**src/rtl/demod_pkg.sv**
```systemverilog
// Shared types and default constants for the 16QAM demodulator phase logic.
package demod_pkg;

    // Phase controller states; encoding 3 is unused and recovers to ACQ.
    typedef enum logic [1:0] {
        ACQ  = 2'd0,
        HOLD = 2'd1,
        LOCK = 2'd2
    } demod_pc_state_t;

    localparam int DEMOD_WIN       = 32;
    localparam int DEMOD_THRESH_HI = 22;
    localparam int DEMOD_THRESH_LO = 8;

endpackage

```
**src/rtl/demod_sat_cnt.sv**
```systemverilog
// Up-counter with enable, synchronous clear and saturation at MAX.
module demod_sat_cnt #(
    parameter int          W   = 8,
    parameter int unsigned MAX = 255
) (
    input  logic         clk,
    input  logic         rst,
    input  logic         clr,
    input  logic         inc,
    output logic [W-1:0] cnt
);

    localparam logic [W-1:0] MAX_V = W'(MAX);

    logic [W-1:0] cnt_q;
    logic [W-1:0] cnt_d;

    // Clear wins over increment; increments stop once MAX is reached.
    always_comb begin
        cnt_d = cnt_q;
        if (clr) begin
            cnt_d = '0;
        end else if (inc && (cnt_q != MAX_V)) begin
            cnt_d = cnt_q + W'(1);
        end
    end

    // Count register with synchronous reset.
    always_ff @(posedge clk) begin
        if (rst) begin
            cnt_q <= '0;
        end else begin
            cnt_q <= cnt_d;
        end
    end

    assign cnt = cnt_q;

endmodule

```
**src/rtl/demod_phase_ctrl.sv**
```systemverilog
// Carrier-phase decision controller: flips the 90-degree correction when the
// shifted-symbol count is high, holds off after each flip and tracks lock.
module demod_phase_ctrl
    import demod_pkg::*;
#(
    parameter int WIN       = DEMOD_WIN,
    parameter int THRESH_HI = DEMOD_THRESH_HI,
    parameter int THRESH_LO = DEMOD_THRESH_LO,
    parameter int HOLDOFF   = 32,
    parameter int LOCK_CNT  = 64,
    parameter int MAX_SLIPS = 4
) (
    input  logic                       clk,
    input  logic                       rst,
    input  logic                       en,
    input  logic [$clog2(WIN+1)-1:0]   count_num,
    output logic                       phase_shift,
    output logic                       locked,
    output logic                       flip_pulse,
    output logic [7:0]                 slip_cnt,
    output logic [1:0]                 state
);

    localparam int CW = $clog2(WIN + 1);
    localparam int HW = $clog2(HOLDOFF + 1);
    localparam int QW = $clog2(LOCK_CNT + 1);
    localparam int SW = $clog2(MAX_SLIPS + 1);

    localparam logic [CW-1:0] TH_HI      = CW'(THRESH_HI);
    localparam logic [CW-1:0] TH_LO      = CW'(THRESH_LO);
    localparam logic [HW-1:0] HOLD_INIT  = HW'(HOLDOFF - 1);
    localparam logic [QW-1:0] QUIET_LAST = QW'(LOCK_CNT - 1);
    localparam logic [SW-1:0] SLIP_LAST  = SW'(MAX_SLIPS - 1);

    demod_pc_state_t state_q, state_d;
    logic            phase_q, phase_d;
    logic            locked_q, locked_d;
    logic            flip_q, flip_d;
    logic [HW-1:0]   hold_q, hold_d;

    logic [QW-1:0]   quiet_cnt;
    logic [SW-1:0]   consec_slips;
    logic            slip_inc;
    logic            quiet_inc, quiet_clr;
    logic            consec_inc, consec_clr;

    logic            is_hi;
    logic            is_quiet;

    assign is_hi    = (count_num >= TH_HI);
    assign is_quiet = (count_num <= TH_LO);

    // Next-state and counter control; everything freezes while en is low.
    always_comb begin
        state_d    = state_q;
        phase_d    = phase_q;
        locked_d   = locked_q;
        flip_d     = 1'b0;
        hold_d     = hold_q;
        slip_inc   = 1'b0;
        quiet_inc  = 1'b0;
        quiet_clr  = 1'b0;
        consec_inc = 1'b0;
        consec_clr = 1'b0;
        case (state_q)
            ACQ: begin
                if (en) begin
                    if (is_hi) begin
                        phase_d   = ~phase_q;
                        flip_d    = 1'b1;
                        slip_inc  = 1'b1;
                        quiet_clr = 1'b1;
                        hold_d    = HOLD_INIT;
                        state_d   = HOLD;
                    end else if (is_quiet) begin
                        if (quiet_cnt == QUIET_LAST) begin
                            locked_d   = 1'b1;
                            consec_clr = 1'b1;
                            quiet_clr  = 1'b1;
                            state_d    = LOCK;
                        end else begin
                            quiet_inc = 1'b1;
                        end
                    end else begin
                        quiet_clr = 1'b1;
                    end
                end
            end
            HOLD: begin
                if (en) begin
                    if (hold_q == '0) begin
                        state_d = locked_q ? LOCK : ACQ;
                    end else begin
                        hold_d = hold_q - HW'(1);
                    end
                end
            end
            LOCK: begin
                if (en) begin
                    if (is_hi) begin
                        phase_d   = ~phase_q;
                        flip_d    = 1'b1;
                        slip_inc  = 1'b1;
                        quiet_clr = 1'b1;
                        hold_d    = HOLD_INIT;
                        state_d   = HOLD;
                        if (consec_slips == SLIP_LAST) begin
                            locked_d   = 1'b0;
                            consec_clr = 1'b1;
                        end else begin
                            consec_inc = 1'b1;
                        end
                    end else if (is_quiet) begin
                        if (quiet_cnt == QUIET_LAST) begin
                            consec_clr = 1'b1;
                            quiet_clr  = 1'b1;
                        end else begin
                            quiet_inc = 1'b1;
                        end
                    end else begin
                        quiet_clr = 1'b1;
                    end
                end
            end
            default: begin
                state_d  = ACQ;
                locked_d = 1'b0;
            end
        endcase
    end

    // State, phase, lock, pulse and holdoff registers.
    always_ff @(posedge clk) begin
        if (rst) begin
            state_q  <= ACQ;
            phase_q  <= 1'b0;
            locked_q <= 1'b0;
            flip_q   <= 1'b0;
            hold_q   <= '0;
        end else begin
            state_q  <= state_d;
            phase_q  <= phase_d;
            locked_q <= locked_d;
            flip_q   <= flip_d;
            hold_q   <= hold_d;
        end
    end

    demod_sat_cnt #(.W(8), .MAX(255)) u_slip_cnt (
        .clk (clk),
        .rst (rst),
        .clr (1'b0),
        .inc (slip_inc),
        .cnt (slip_cnt)
    );

    demod_sat_cnt #(.W(QW), .MAX(LOCK_CNT)) u_quiet_cnt (
        .clk (clk),
        .rst (rst),
        .clr (quiet_clr),
        .inc (quiet_inc),
        .cnt (quiet_cnt)
    );

    demod_sat_cnt #(.W(SW), .MAX(MAX_SLIPS)) u_consec_slips (
        .clk (clk),
        .rst (rst),
        .clr (consec_clr),
        .inc (consec_inc),
        .cnt (consec_slips)
    );

    assign phase_shift = phase_q;
    assign locked      = locked_q;
    assign flip_pulse  = flip_q;
    assign state       = state_q;

endmodule
```
**config.mk**
```make
export PLATFORM = sky130hd
export DESIGN_NAME = demod_phase_ctrl
export DESIGN_NICKNAME = d
export VERILOG_FILES = /design/src/rtl/demod_pkg.sv /design/src/rtl/demod_sat_cnt.sv /design/src/rtl/demod_phase_ctrl.sv
export SDC_FILE = /design/constraint.sdc
export NUM_CORES = 1
export LEC_CHECK = 0
export ABC_AREA = 0
export ABC_CLOCK_PERIOD_IN_PS = 2380
export CELL_PAD_IN_SITES_DETAIL_PLACEMENT = 1
export CELL_PAD_IN_SITES_GLOBAL_PLACEMENT = 2
export CORE_ASPECT_RATIO = 1.1
export CORE_MARGIN = 2
export CORE_UTILIZATION = 33
export DETAILED_ROUTE_END_ITERATION = 6
export GPL_TIMING_DRIVEN = 0
export HOLD_SLACK_MARGIN = 0.06
export PLACE_DENSITY = 0.78
export SYNTH_ARGS = -nofsm -noshare
export SYNTH_HDL_FRONTEND = slang
export SYNTH_HIERARCHICAL = 1
export SYNTH_SLANG_ARGS = --single-unit
```
**constraint.sdc**
```tcl
create_clock -name clk -period 2.38 [get_ports clk]
set_clock_uncertainty 0.05 [all_clocks]
set_input_delay 0.476 -clock clk [delete_from_list [all_inputs] [get_ports clk]]
set_output_delay 0.476 -clock clk [all_outputs]
set_load 0.005 [all_outputs]
```
# ---- After elaboration in Yosys (flattened, before gate mapping)
# Cells that the tools add are included.
dict set report word_totals {
  register_bits 29
  output_inout_bits 13
}
dict set report op_classes {
  mux 47
  magnitude_cmp 2
  addsub 4
  bitwise_logic 2
  eq_ne 21
  n_reduce_logical 13
}
# op n
set op_table {}
lappend op_table {{2-to-1 mux 1 bit} 30}
lappend op_table {{2-to-1 mux 6 bit} 4}
lappend op_table {{inequality test 2 bit (second input constant)} 10}
lappend op_table {{2-to-1 mux 2 bit} 9}
lappend op_table {{one-hot mux 6 bit (2 select lines)} 1}
lappend op_table {{inequality test 3 bit (second input constant)} 3}
lappend op_table {{adder 8 x 1 -> 8 bit (second input constant)} 1}
lappend op_table {{inequality test 8 bit (second input constant)} 1}
lappend op_table {{AND reduction 8 bit} 1}
lappend op_table {{adder 7 x 1 -> 7 bit (second input constant)} 1}
lappend op_table {{equality test 7 x 6 -> 1 bit (second input constant)} 1}
lappend op_table {{inequality test 7 bit (second input constant)} 1}
lappend op_table {{AND reduction 7 bit} 1}
lappend op_table {{greater-or-equal comparator 6 x 5 -> 1 bit (second input constant)} 1}
lappend op_table {{less-or-equal comparator 6 x 4 -> 1 bit (second input constant)} 1}
lappend op_table {{zero test 6 bit} 1}
lappend op_table {{one-hot mux 2 bit (3 select lines)} 1}
lappend op_table {{OR reduction 2 bit} 3}
lappend op_table {{subtractor 6 x 1 -> 6 bit (second input constant)} 1}
lappend op_table {{AND reduction 5 bit} 1}
lappend op_table {{inequality test 2 x 1 -> 1 bit (second input constant)} 2}
lappend op_table {{adder 3 x 1 -> 3 bit (second input constant)} 1}
lappend op_table {{equality test 3 x 2 -> 1 bit (second input constant)} 1}
lappend op_table {{logical AND 1 bit} 3}
lappend op_table {{other kinds (8)} 9}

# ---- Logic depth before layout (Yosys ltp)
# Gate-level depths: netlist of the first run.
dict set report logic_depth {
  depth_word 7
  ltp_mapped 7
  depth_no_buf 7
}

# ---- By module
# The synthesis of the first run kept the hierarchy.
# module n_inst area_per_inst_um2 seq_area_each_um2 cells_per_inst
set by_module_without_submodules {}
lappend by_module_without_submodules {demod_phase_ctrl 1 663.1 220.2 81}
lappend by_module_without_submodules {{demod_sat_cnt (u_slip_cnt)} 1 435.4 160.2 47}
lappend by_module_without_submodules {{demod_sat_cnt (u_quiet_cnt)} 1 340.3 140.1 40}
lappend by_module_without_submodules {{demod_sat_cnt (u_consec_slips)} 1 188.9 60.1 17}

# ---- Worst setup path before layout of the first run
# No wires, ideal clock.
dict set report synth_path {
  path_type {input to register}
  startpoint {in count_num[2]}
  endpoint {reg u_quiet_cnt.cnt_q[6] (netlist: u_quiet_cnt/cnt[6])}
  setup_slack_ns 0.220
  arrival_time_ns 2.041
  cell_stages 7
  cell_sequence {o31a_1 -> nor3_1 -> nor2b_1 -> nor2b_1 -> nand4_1 -> or3_1 -> a21oi_1}
}
dict set report synth_via {
  elab_chain_len 6
  word_cells_on_any_way 12
}
# item line_no
set synth_lines {}
lappend synth_lines {{from (decl)} demod_phase_ctrl.sv:16} ;# input logic [$clog2(WIN+1)-1:0] count_num,
lappend synth_lines {{less-or-equal comparator 6 x 4 -> 1 bit} demod_phase_ctrl.sv:51} ;# assign is_quiet = (count_num <= TH_LO);
lappend synth_lines {{2-to-1 mux 1 bit} demod_phase_ctrl.sv:75} ;# end else if (is_quiet) begin
lappend synth_lines {{2-to-1 mux 1 bit *} demod_phase_ctrl.sv:100} ;# if (is_hi) begin
lappend synth_lines {{2-to-1 mux 1 bit *} demod_phase_ctrl.sv:67} ;# if (en) begin
lappend synth_lines {{2-to-1 mux 1 bit *} n/a}
lappend synth_lines {{via quiet_inc} demod_phase_ctrl.sv:44} ;# logic quiet_inc, quiet_clr;
lappend synth_lines {{logical AND 1 bit *} demod_sat_cnt.sv:23} ;# end else if (inc && (cnt_q != MAX_V)) begin
lappend synth_lines {{to (signal assigned)} demod_sat_cnt.sv:33} ;# cnt_q <= cnt_d;
lappend synth_lines {{to (decl)} demod_sat_cnt.sv:15} ;# logic [W-1:0] cnt_q;
# The timed path passes the listed nets; every way through them passes the cells marked *.
# A chain may end at the register's enable or synchronous reset.

# ---- Worst setup path in the final report of the first run
# Ends and elaborated chain as after synthesis.

==> out/qor.csv, run 1 <==
stage;metric;value;unit
timing;Max Slew Vio Count;0;
timing;setup violators final;0;
synthesis;number of synthesized flops with an enable pin;0;
drt;Routed Antenna Nets;0;
clock_tree;CTS Buffer Depth;2;
synthesis;Post-Syn Instances;185;
placement;post-DP HPWL;3140;um
timing;fin crit period;2.29;ns
cells_and_area;layout net count;238;
timing;Least-Margin Pin Slew;0.632;ns
worst_setup_path;startpoint types;primary input;
placement;Port Buffers;21;
synthesis;Mapped Area;1630;sq um
cells_and_area;fillers;566;
die;initial core utilization;34.7;%
hold_path;Worst Hold Class;reg2reg;
timing;f_max;436;MHz
global_routing;Overall Global Routing Usage;16.6;%
worst_setup_path;CP Capture Type;flop;
outcome;status;finished, final reports clean;
cells_and_area;layout cells sized above 1;15.6;%
power_and_ir_drop;Max IR drop VDD;248;uV
power_and_ir_drop;clock share of power;37.0;%
power_and_ir_drop;NetSw;308;uW
hold_path;Worst Hold Endpoint;u_slip_cnt/cnt[1]$_SDFFE_PP0P_;
cells_and_area;multi-input logic area;1060;sq um
drt;drt total wl;4230;um
clock_tree;CTS tree;yes;
worst_setup_path;beginning of the critical path;count_num[2];
placement;gpl congestion;0.812;
synthesis;post-synth top area share;35.7;%
drt;Iter 0 DRT Violations;39;
hold_path;Worst Hold Launch;u_slip_cnt/cnt[1]$_SDFFE_PP0P_;
timing;Setup TNS;0;ns
synthesis;async set-reset flop share out of synthesis;0;%
global_routing;gr ovfl total;0;
global_routing;first-pass GRT wire length;7330;um
power_and_ir_drop;switch share;28.3;%
global_routing;initial antenna violation count;0;
power_and_ir_drop;Pwr Density;518;nW/um^2
worst_setup_path;RR Startpoint;state[0]$_SDFFE_PP0P_;
synthesis;YS warnings;6;
cells_and_area;non-filler cells, final;280;
drt;via count;1509;
synthesis;Seq/Total Area, Yosys;35.7;%
worst_setup_path;Max FO, Critical Path;4;
drt;WL/cell;15.1;um
cells_and_area;Reg area;581;sq um
synthesis;Synth area leader;dfxtp_1;
run;Max Cap Violations;0;
clock_tree;Worst-path clk slew;0.06;ns
worst_setup_path;R2R setup slack;0.46;ns
drt;# DRC;0;
hold_path;hold path cells;2;
timing;fin crit share;96.3;%
placement;Inst Count DP;267;
die;Die H;77.7;um
power_and_ir_drop;total chip power;1090;uW
drt;DR vias/cell;5.39;
power_and_ir_drop;Pleak;0.000777;uW
clock_tree;CTS root buf;clkbuf_8;
synthesis;Synth area leaders;dfxtp_1 (36%), ha_1 (4.6%), mux2i_1 (3.7%);
timing;Slew HR;57.7;%
cells_and_area;utilization after layout;44.8;%
timing;Hold Vio Cnt, Final;0;
power_and_ir_drop;Logic pwr share;14.9;%
die;Ports;22;
die;CORE AREA;4680;sq um
power_and_ir_drop;P_int;779;uW
cells_and_area;area grow syn2layout;28.9;%
synthesis;Unique masters post-synth;53;
die;Die ar.;5510;sq um
clock_tree;Clock Latency Late Sink;0.28;ns
clock_tree;# clock sinks;29;
clock_tree;CTS H-Tree Depth;2;
clock_tree;CTS buffer count;5;
drt;Pre-antenna DRT Iters;4;
global_routing;pin count of the biggest net entering global routing;17;
timing;worst hold slack;0.457;ns
worst_setup_path;Crit Path Class;in2reg;
global_routing;vias in the first global route;1571;
power_and_ir_drop;sequential fraction of design power;48.1;%
worst_setup_path;Req. time, crit path;2.55;ns
synthesis;number of synthesized register bits;29;
synthesis;most common flop cell mapped by yosys;dfxtp_1;
die;num rows;26;
die;Die Span X;71.0;um
worst_setup_path;RR Endpoint;u_slip_cnt/cnt[5]$_SDFFE_PP0P_;
worst_setup_path;Register-to-Register Path Depth;5;
worst_setup_path;Worst EP arrival;2.46;ns
cells_and_area;Antenna Cells;0;
synthesis;Avg Inst Size Synth;8.80;sq um
## what timing repair did
action                                  4_1_cts  5_1_grt
endpoints found under the setup margin       11        8
gates resized for setup                       7       10
buffers inserted                              1        4
pin swaps                                     1        3
hold buffers                                  0        0
## cell type report
cell class                      count  share of cell area, %
Buffer                              2                  0.537
Clock buffer                        6                   3.46
Clock inverter                      2                  0.477
Inverter                            9                   1.85
Multi-Input combinational cell    150                   50.7
Sequential cell                    29                   27.7
Tap cell                           56                   3.34
Timing Repair Buffer               26                   11.9
## metal layers
layer	vias to the layer above	global-route usage, %	wire (um)
li1	753	-	-
met3	7	3.64	68
met2	10	28.3	2250
met5	-	0	0
met4	0	7.36	74
met1	739	19.7	1840
## how the worst max path moves through the flow
stage	endpoint
floorplan	u_quiet_cnt/cnt[6]$_SDFFE_PP0P_
CTS	u_quiet_cnt/cnt[5]$_SDFFE_PP0P_
finish	u_quiet_cnt/cnt[6]$_SDFFE_PP0P_
global route	u_quiet_cnt/cnt[5]$_SDFFE_PP0P_
global placement	u_quiet_cnt/cnt[6]$_SDFFE_PP0P_
detailed placement	u_quiet_cnt/cnt[6]$_SDFFE_PP0P_
## registers in the layout, indices dropped and copies added, names as in the netlist
| register | count |
|---|---|
| u_quiet_cnt/cnt | 7 |
| hold_q | 6 |
| flip_pulse | 1 |
| state | 2 |
| locked | 1 |
| u_consec_slips/cnt | 3 |
| phase_shift | 1 |
| u_slip_cnt/cnt | 8 |
## cell usage after synthesis (all sizes together) (2+ instances only)
library cell	count
nor4	2
a21o	2
and3	4
xor2	4
and4	2
a21oi	11
a211oi	4
dfxtp	29
or3	6
ha	6
mux2i	6
a21boi	6
nand2	16
or4	2
and3b	2
o21ai	7
nand3	4
a31oi	4
mux2	2
nor2	15
nor3	9
nor3b	4
inv	9
nand4	7
nor2b	4
## power groups by stage
stage | Sequential (uW) | Combinational, uW | Clock, uW
2_1_floorplan | 529 | 97.4 | 0
3_3_place_gp | 532 | 147 | 0
3_5_place_dp | 533 | 154 | 0
4_1_cts | 522 | 159 | 419
5_1_grt | 525 | 181 | 440
6_report | 522 | 162 | 402
## metrics by stage
stage / area [sq um] / setup slack (ns)
floorplan: 1650 / 0.220
global placement: 1930 / -0.460
detailed placement: 1930 / -0.564
CTS: 2040 / 0.00277
global route: 2100 / -0.0316
finish: 2100 / 0.0886
## cells by family (layout without fill, tap and decap cells)
family,count (synthesis),after routing,share of synthesized area (%)
AND/OR/NAND/NOR,84,84,29.7
AO/OA/AOI/OAI,41,41,18.8
flip-flops,29,29,35.7
buffers and inverters,11,45,2.77
multiplexers,8,8,5.53
adder cells (fa/ha/maj),6,6,4.61
XOR/XNOR,5,5,2.69
other,1,6,0.230
## worst max-delay path: stages
cell and delay (ns):
clkdlybuf4s50_1 0.45, o31a_1 0.29, nor3_4 0.20, nor2b_4 0.17
nor2b_4 0.17, nand4_1 0.17, or3_1 0.40, a21oi_2 0.13
## layout by cell type (no fill, tap or decap), types with 7 or more instances in the layout
cell type / netlist / routed
nor2_1: 15 / 15
inv_1: 8 / 8
nand2_1: 16 / 16
dfxtp_1: 29 / 29
a21oi_1: 11 / 10
clkdlybuf4s50_1: 0 / 17
nor3_1: 9 / 8
nand4_1: 7 / 7
(Power assumes the default switching activity.)
==> run 2, diff against run 1 <==
- CORE_ASPECT_RATIO: 1.1 -> 0.8
==> out/qor.csv, run 2 (same netlist as run 1, synthesis figures left out) <==
stage;metric;value;unit;change
outcome;status;finished, final reports clean;;
clock_tree;CTS tree;yes;;
cells_and_area;Antenna Cells;0;;unchanged
die;CORE AREA;4680;sq um;-0.11%
placement;Port Buffers;21;;unchanged
worst_setup_path;Req. time, crit path;2.50;ns;-0.05 ns
worst_setup_path;startpoint types;primary input;;
timing;fin crit share;96.3;%;about the same
drt;Pre-antenna DRT Iters;4;;unchanged
clock_tree;# clock sinks;29;;unchanged
timing;Setup TNS;0;ns;unchanged
placement;gpl congestion;0.726;;-11%
clock_tree;CTS buffer count;5;;unchanged
die;num rows;22;;-15%
worst_setup_path;RR Endpoint;u_consec_slips/cnt[0]$_SDFFE_PP0P_;;
worst_setup_path;Max FO, Critical Path;12;;+8
drt;Iter 0 DRT Violations;63;;+62%
drt;WL/cell;15.6;um;+3.3%
power_and_ir_drop;Max IR drop VDD;217;uV;-12%
clock_tree;Worst-path clk slew;0.07;ns;about the same
worst_setup_path;Cell Chain, Critical Path;clkdlybuf4s50_1 > a211oi_2 > or3_4 > inv_6 > and3_1 > a21boi_4 > mux2_4;;
worst_setup_path;beginning of the critical path;count_num[3];;
die;Die H;66.8;um;-14%
global_routing;first-pass GRT wire length;7350;um;+0.19%
power_and_ir_drop;Pwr Density;572;nW/um^2;+11%
die;Die Span X;82.5;um;+16%
global_routing;gr ovfl total;0;;unchanged
clock_tree;CTS Buffer Depth;2;;unchanged
die;initial core utilization;34.8;%;+0.037 points
timing;Slew HR;53.4;%;-4.4 points
timing;Hold Vio Cnt, Final;0;;unchanged
cells_and_area;max reg flops;8;;unchanged
placement;Inst Count DP;271;;+1.5%
worst_setup_path;R2R setup slack;0.44;ns;-0.02 ns
worst_setup_path;slowest CP cell;clkdlybuf4s50_1;;
clock_tree;Clock Latency Late Sink;0.28;ns;about the same
cells_and_area;layout cells sized above 1;15.2;%;-0.38 points
drt;# DRC;0;;unchanged
die;Die ar.;5510;sq um;about the same
timing;RSZ-0062 raised after global routing;no;;
worst_setup_path;delay-heaviest family, CP;buffers and inverters;;
timing;Least-Margin Pin Slew;0.697;ns;+0.0652 ns
power_and_ir_drop;Pleak;0.000797;uW;+2.5%
worst_setup_path;Worst Setup EP;u_consec_slips/cnt[1]$_SDFFE_PP0P_;;
run;Max Cap Violations;0;;unchanged
drt;drt total wl;4420;um;+4.4%
cells_and_area;layout net count;237;;-0.42%
worst_setup_path;Worst EP arrival;2.41;ns;-0.05 ns
worst_setup_path;RR Startpoint;u_quiet_cnt/cnt[4]$_SDFFE_PP0P_;;
worst_setup_path;CP Depth;7;;-1
global_routing;vias in the first global route;1558;;-0.83%
clock_tree;CTS Hold Bufs;0;;unchanged
worst_setup_path;Worst Path Buf+Inv;2;;+1
cells_and_area;fillers;556;;-1.8%
hold_path;Worst Hold Class;reg2reg;;
worst_setup_path;max incr delay on CP;0.52;ns;+0.07 ns
global_routing;pin count of the biggest net entering global routing;17;;unchanged
worst_setup_path;Register-to-Register Path Depth;6;;+1
cells_and_area;non-filler cells, final;283;;+1.1%
clock_tree;CTS root buf;clkbuf_8;;
global_routing;Overall Global Routing Usage;17.6;%;+1.0 points
timing;fin crit period;2.29;ns;+0.000354 ns
clock_tree;CTS H-Tree Depth;2;;unchanged
drt;via count;1535;;+1.7%
placement;post-DP HPWL;3060;um;-2.6%
cells_and_area;most frequent cells in the layout;dfxtp_1 (29), nand2_1 (16), clkdlybuf4s50_1 (16);;
worst_setup_path;CP Capture Type;flop;;
die;Ports;22;;unchanged
global_routing;initial antenna violation count;0;;unchanged
timing;f_max;436;MHz;about the same
timing;setup violators final;0;;unchanged
cells_and_area;area grow syn2layout;31.1;%;
drt;Routed Antenna Nets;0;;unchanged
cells_and_area;most common cell after layout, fill and taps aside;dfxtp_1;;
timing;Max Slew Vio Count;0;;unchanged
worst_setup_path;Crit Path Class;in2reg;;
drt;DR vias/cell;5.42;;+0.64%
## run 2: how the worst min path moves through the flow
| stage | startpoint | cells after the start | slack, ns | end |
|---|---|---|---|---|
| after global routing | u_slip_cnt/cnt[1]$_SDFFE_PP0P_ | 2 | 0.49 | u_slip_cnt/cnt[1]$_SDFFE_PP0P_ |
| after CTS | u_slip_cnt/cnt[1]$_SDFFE_PP0P_ | 2 | 0.46 | u_slip_cnt/cnt[1]$_SDFFE_PP0P_ |
| after floorplan | u_quiet_cnt/cnt[6]$_SDFFE_PP0P_ | 2 | 0.41 | u_quiet_cnt/cnt[6]$_SDFFE_PP0P_ |
| final | u_slip_cnt/cnt[1]$_SDFFE_PP0P_ | 2 | 0.46 | u_slip_cnt/cnt[1]$_SDFFE_PP0P_ |
| after global placement | u_slip_cnt/cnt[1]$_SDFFE_PP0P_ | 2 | 0.42 | u_slip_cnt/cnt[1]$_SDFFE_PP0P_ |
| after detailed placement | u_slip_cnt/cnt[1]$_SDFFE_PP0P_ | 2 | 0.45 | u_slip_cnt/cnt[1]$_SDFFE_PP0P_ |
## run 2: repair_timing
item,4_1_cts,5_1_grt
gates resized for setup,11,7
buffers inserted,1,3
setup endpoints to repair,12,7
pin swaps,3,3
## run 2: cell type report
| class | count | area (sq um) | share of cell area (%) |
|---|---|---|---|
| Sequential cell | 29 | 581 | 27.2 |
| Inverter | 9 | 38.8 | 1.82 |
| Buffer | 2 | 11.3 | 0.528 |
| Tap cell | 60 | 75.1 | 3.52 |
| Multi-Input combinational cell | 150 | 1070 | 50.0 |
| Clock buffer | 7 | 86.3 | 4.05 |
| Timing Repair Buffer | 25 | 245 | 11.5 |
| Clock inverter | 1 | 30.0 | 1.41 |
## run 2: report_power, final
group          switching [uW]  total, uW  internal [uW]
sequential               21.7        524            502
clock                     195        536            341
combinational            87.4        162           74.2
total                     304       1220            917
## run 2: through the flow
stage          instance area (sq um)  worst slack (ns)  util, %  hold WS (ns)  power [uW]
2_1_floorplan                   1650             0.220        -         0.410         626
3_3_place_gp                    1930            -0.451     41.3         0.423         677
3_5_place_dp                    1930            -0.566     41.3         0.453         686
4_1_cts                         2090            0.0159     44.7         0.463        1230
5_1_grt                         2130            0.0230     45.6         0.489        1270
6_report                        2130            0.0883     45.6         0.461        1220
## run 2: routing by layer
layer | GRT usage, % | vias up | wire, um
li1 | - | 752 | -
met1 | 22.5 | 746 | 2130
met2 | 29.8 | 30 | 2080
met3 | 3.66 | 7 | 160
met4 | 4.92 | 0 | 49
met5 | 0 | - | 0
## run 2: worst min-delay path: stages, from the launching register on
cell and delay, ns:
dfxtp_1 0.34, nand2_1 0.06, mux2i_1 0.06
==> run 3, diff against run 2 <==
- CORE_ASPECT_RATIO: 0.8 -> 0.9
==> out/qor.csv, run 3 (same netlist as run 1, synthesis figures left out) <==
stage;metric;value;unit;change
outcome;status;finished, final reports clean;;
power_and_ir_drop;Pwr Density;513;nW/um^2;-10%
die;Ports;22;;unchanged
run;Max Cap Violations;0;;unchanged
worst_setup_path;CP Capture Type;flop;;
clock_tree;CTS Buffer Depth;2;;unchanged
worst_setup_path;Req. time, crit path;2.54;ns;+0.04 ns
worst_setup_path;Crit Path Class;in2reg;;
timing;Least-Margin Pin Slew;0.671;ns;-0.0257 ns
global_routing;gr ovfl total;0;;unchanged
cells_and_area;fillers;589;;+5.9%
worst_setup_path;Max FO, Critical Path;4;;-8
worst_setup_path;Cell Chain, Critical Path;clkdlybuf4s50_1 > o31a_1 > nor3_4 > nor2b_4 > nor2b_4 > nand4_1 > or3_1 > a21oi_1;;
timing;f_max;434;MHz;-0.57%
timing;setup violators final;0;;unchanged
global_routing;initial antenna violation count;0;;unchanged
cells_and_area;layout cells sized above 1;14.4;%;-0.83 points
placement;cell area after placement;1940;sq um;+0.32%
worst_setup_path;max incr delay on CP;0.41;ns;-0.11 ns
timing;Hold Vio Cnt, Final;0;;unchanged
drt;Routed Antenna Nets;0;;unchanged
timing;fin crit share;96.8;%;+0.55 points
worst_setup_path;Worst EP arrival;2.47;ns;+0.06 ns
global_routing;Overall Global Routing Usage;17.1;%;-0.49 points
worst_setup_path;most used cell, CP;nor2b_4;;
power_and_ir_drop;Pleak;0.000777;uW;-2.5%
clock_tree;CTS root buf;clkbuf_8;;
clock_tree;CTS buffer count;5;;unchanged
worst_setup_path;RR Endpoint;u_consec_slips/cnt[1]$_SDFFE_PP0P_;;
placement;post-DP HPWL;3250;um;+6.3%
hold_path;Worst Hold Class;reg2reg;;
clock_tree;CTS tree;yes;;
timing;Setup TNS;0;ns;unchanged
clock_tree;Clock Latency Late Sink;0.28;ns;about the same
cells_and_area;Antenna Cells;0;;unchanged
cells_and_area;utilization after layout;43.4;%;-2.2 points
worst_setup_path;delay-heaviest family, CP;simple AND/OR/NAND/NOR gates;;
clock_tree;CTS H-Tree Depth;2;;unchanged
clock_tree;# clock sinks;29;;unchanged
timing;fin crit period;2.30;ns;+0.0132 ns
die;CORE AREA;4800;sq um;+2.7%
timing;Slew HR;55.1;%;+1.7 points
cells_and_area;Reg area;581;sq um;unchanged
placement;gpl congestion;0.779;;+7.3%
drt;WL/cell;15.0;um;-3.9%
die;Die H;70.6;um;+5.7%
worst_setup_path;startpoint types;primary input;;
timing;Max Slew Vio Count;0;;unchanged
drt;via count;1483;;-3.4%
worst_setup_path;Worst Setup EP;u_quiet_cnt/cnt[6]$_SDFFE_PP0P_;;
cells_and_area;final instance area;2090;sq um;-2.2%
global_routing;pin count of the biggest net entering global routing;17;;unchanged
clock_tree;Worst-path clk slew;0.06;ns;about the same
drt;# DRC;0;;unchanged
worst_setup_path;slowest CP cell;clkdlybuf4s50_1;;
die;Die ar.;5510;sq um;about the same
placement;Port Buffers;21;;unchanged
cells_and_area;layout net count;236;;-0.42%
cells_and_area;most common cell after layout, fill and taps aside;dfxtp_1;;
worst_setup_path;R2R setup slack;0.46;ns;+0.02 ns
die;num rows;24;;+9.1%
worst_setup_path;CP Depth;8;;+1
drt;DR vias/cell;5.17;;-4.7%
global_routing;first-pass GRT wire length;7500;um;+2.1%
cells_and_area;most frequent cells in the layout;dfxtp_1 (29), nand2_1 (16), clkdlybuf4s50_1 (16);;
drt;Iter 0 DRT Violations;58;;-7.9%
worst_setup_path;RR Startpoint;state[0]$_SDFFE_PP0P_;;
cells_and_area;multi-input logic area;1050;sq um;-1.2%
clock_tree;CTS Hold Bufs;0;;unchanged
cells_and_area;max reg flops;8;;unchanged
global_routing;vias in the first global route;1616;;+3.7%
power_and_ir_drop;Max IR drop VDD;266;uV;+22%
die;Die Span X;78.0;um;-5.4%
drt;drt total wl;4310;um;-2.5%
worst_setup_path;beginning of the critical path;count_num[0];;
worst_setup_path;Worst Path Buf+Inv;1;;-1
drt;Pre-antenna DRT Iters;3;;-1
cells_and_area;area grow syn2layout;28.1;%;
die;initial core utilization;33.9;%;-0.91 points
worst_setup_path;Register-to-Register Path Depth;5;;-1
run 3: worst min-delay path by stage:
stage | depth (start not counted) | endpoint | startpoint | slack (ns)
floorplan | 2 | u_quiet_cnt/cnt[6]$_SDFFE_PP0P_ | u_quiet_cnt/cnt[6]$_SDFFE_PP0P_ | 0.41
global placement | 2 | u_quiet_cnt/cnt[6]$_SDFFE_PP0P_ | u_quiet_cnt/cnt[6]$_SDFFE_PP0P_ | 0.43
detailed placement | 2 | u_slip_cnt/cnt[1]$_SDFFE_PP0P_ | u_slip_cnt/cnt[1]$_SDFFE_PP0P_ | 0.45
CTS | 2 | u_slip_cnt/cnt[1]$_SDFFE_PP0P_ | u_slip_cnt/cnt[1]$_SDFFE_PP0P_ | 0.45
global route | 2 | u_slip_cnt/cnt[1]$_SDFFE_PP0P_ | u_slip_cnt/cnt[1]$_SDFFE_PP0P_ | 0.48
finish | 2 | u_slip_cnt/cnt[1]$_SDFFE_PP0P_ | u_slip_cnt/cnt[1]$_SDFFE_PP0P_ | 0.45
run 3: repair_timing:
item,4_1_cts,5_1_grt
setup endpoints to repair,12,8
resized for setup,9,6
endpoints found under the hold margin,0,0
buffers inserted,2,1
pin swaps,1,2
run 3: area by class of cell:
class                           count  area share, %
Buffer                              2          0.540
Clock buffer                        6           3.48
Tap cell                           65           3.90
Timing Repair Buffer               24           11.4
Clock inverter                      2          0.480
Inverter                            9           1.86
Multi-Input combinational cell    150           50.5
Sequential cell                    29           27.8
run 3: per-layer routing:
metal | share of wire (%) | track usage, %
met5 | 0 | 0
met4 | 1.7 | 6.82
met3 | 2.3 | 4.34
met2 | 50 | 29.4
met1 | 45 | 20.5
run 3: worst register-to-register path, cell delays in order (launching register included):
cell	delay, ns
dfxtp_1	0.40
or3_4	0.48
inv_6	0.12
and3_1	0.20
a21boi_2	0.24
mux2_4	0.31
run 3: per-stage QoR:
step	std cells	worst slack, ns	hold slack (ns)	total power, uW
final	287	0.0751	0.447	1070
after global routing	287	-0.00412	0.481	1130
after CTS	286	0.0106	0.454	1080
after detailed placement	276	-0.595	0.445	689
after global placement	276	-0.444	0.432	679
after floorplan	190	0.220	0.410	626
run 3: where the power goes:
group | internal [uW] | leakage, uW | switching (uW) | total, uW
Sequential | 502 | 0.000235 | 20.2 | 522
Combinational | 73.3 | 0.000496 | 88.9 | 162
Clock | 202 | 0.0000450 | 183 | 385
Total | 777 | 0.000777 | 292 | 1070
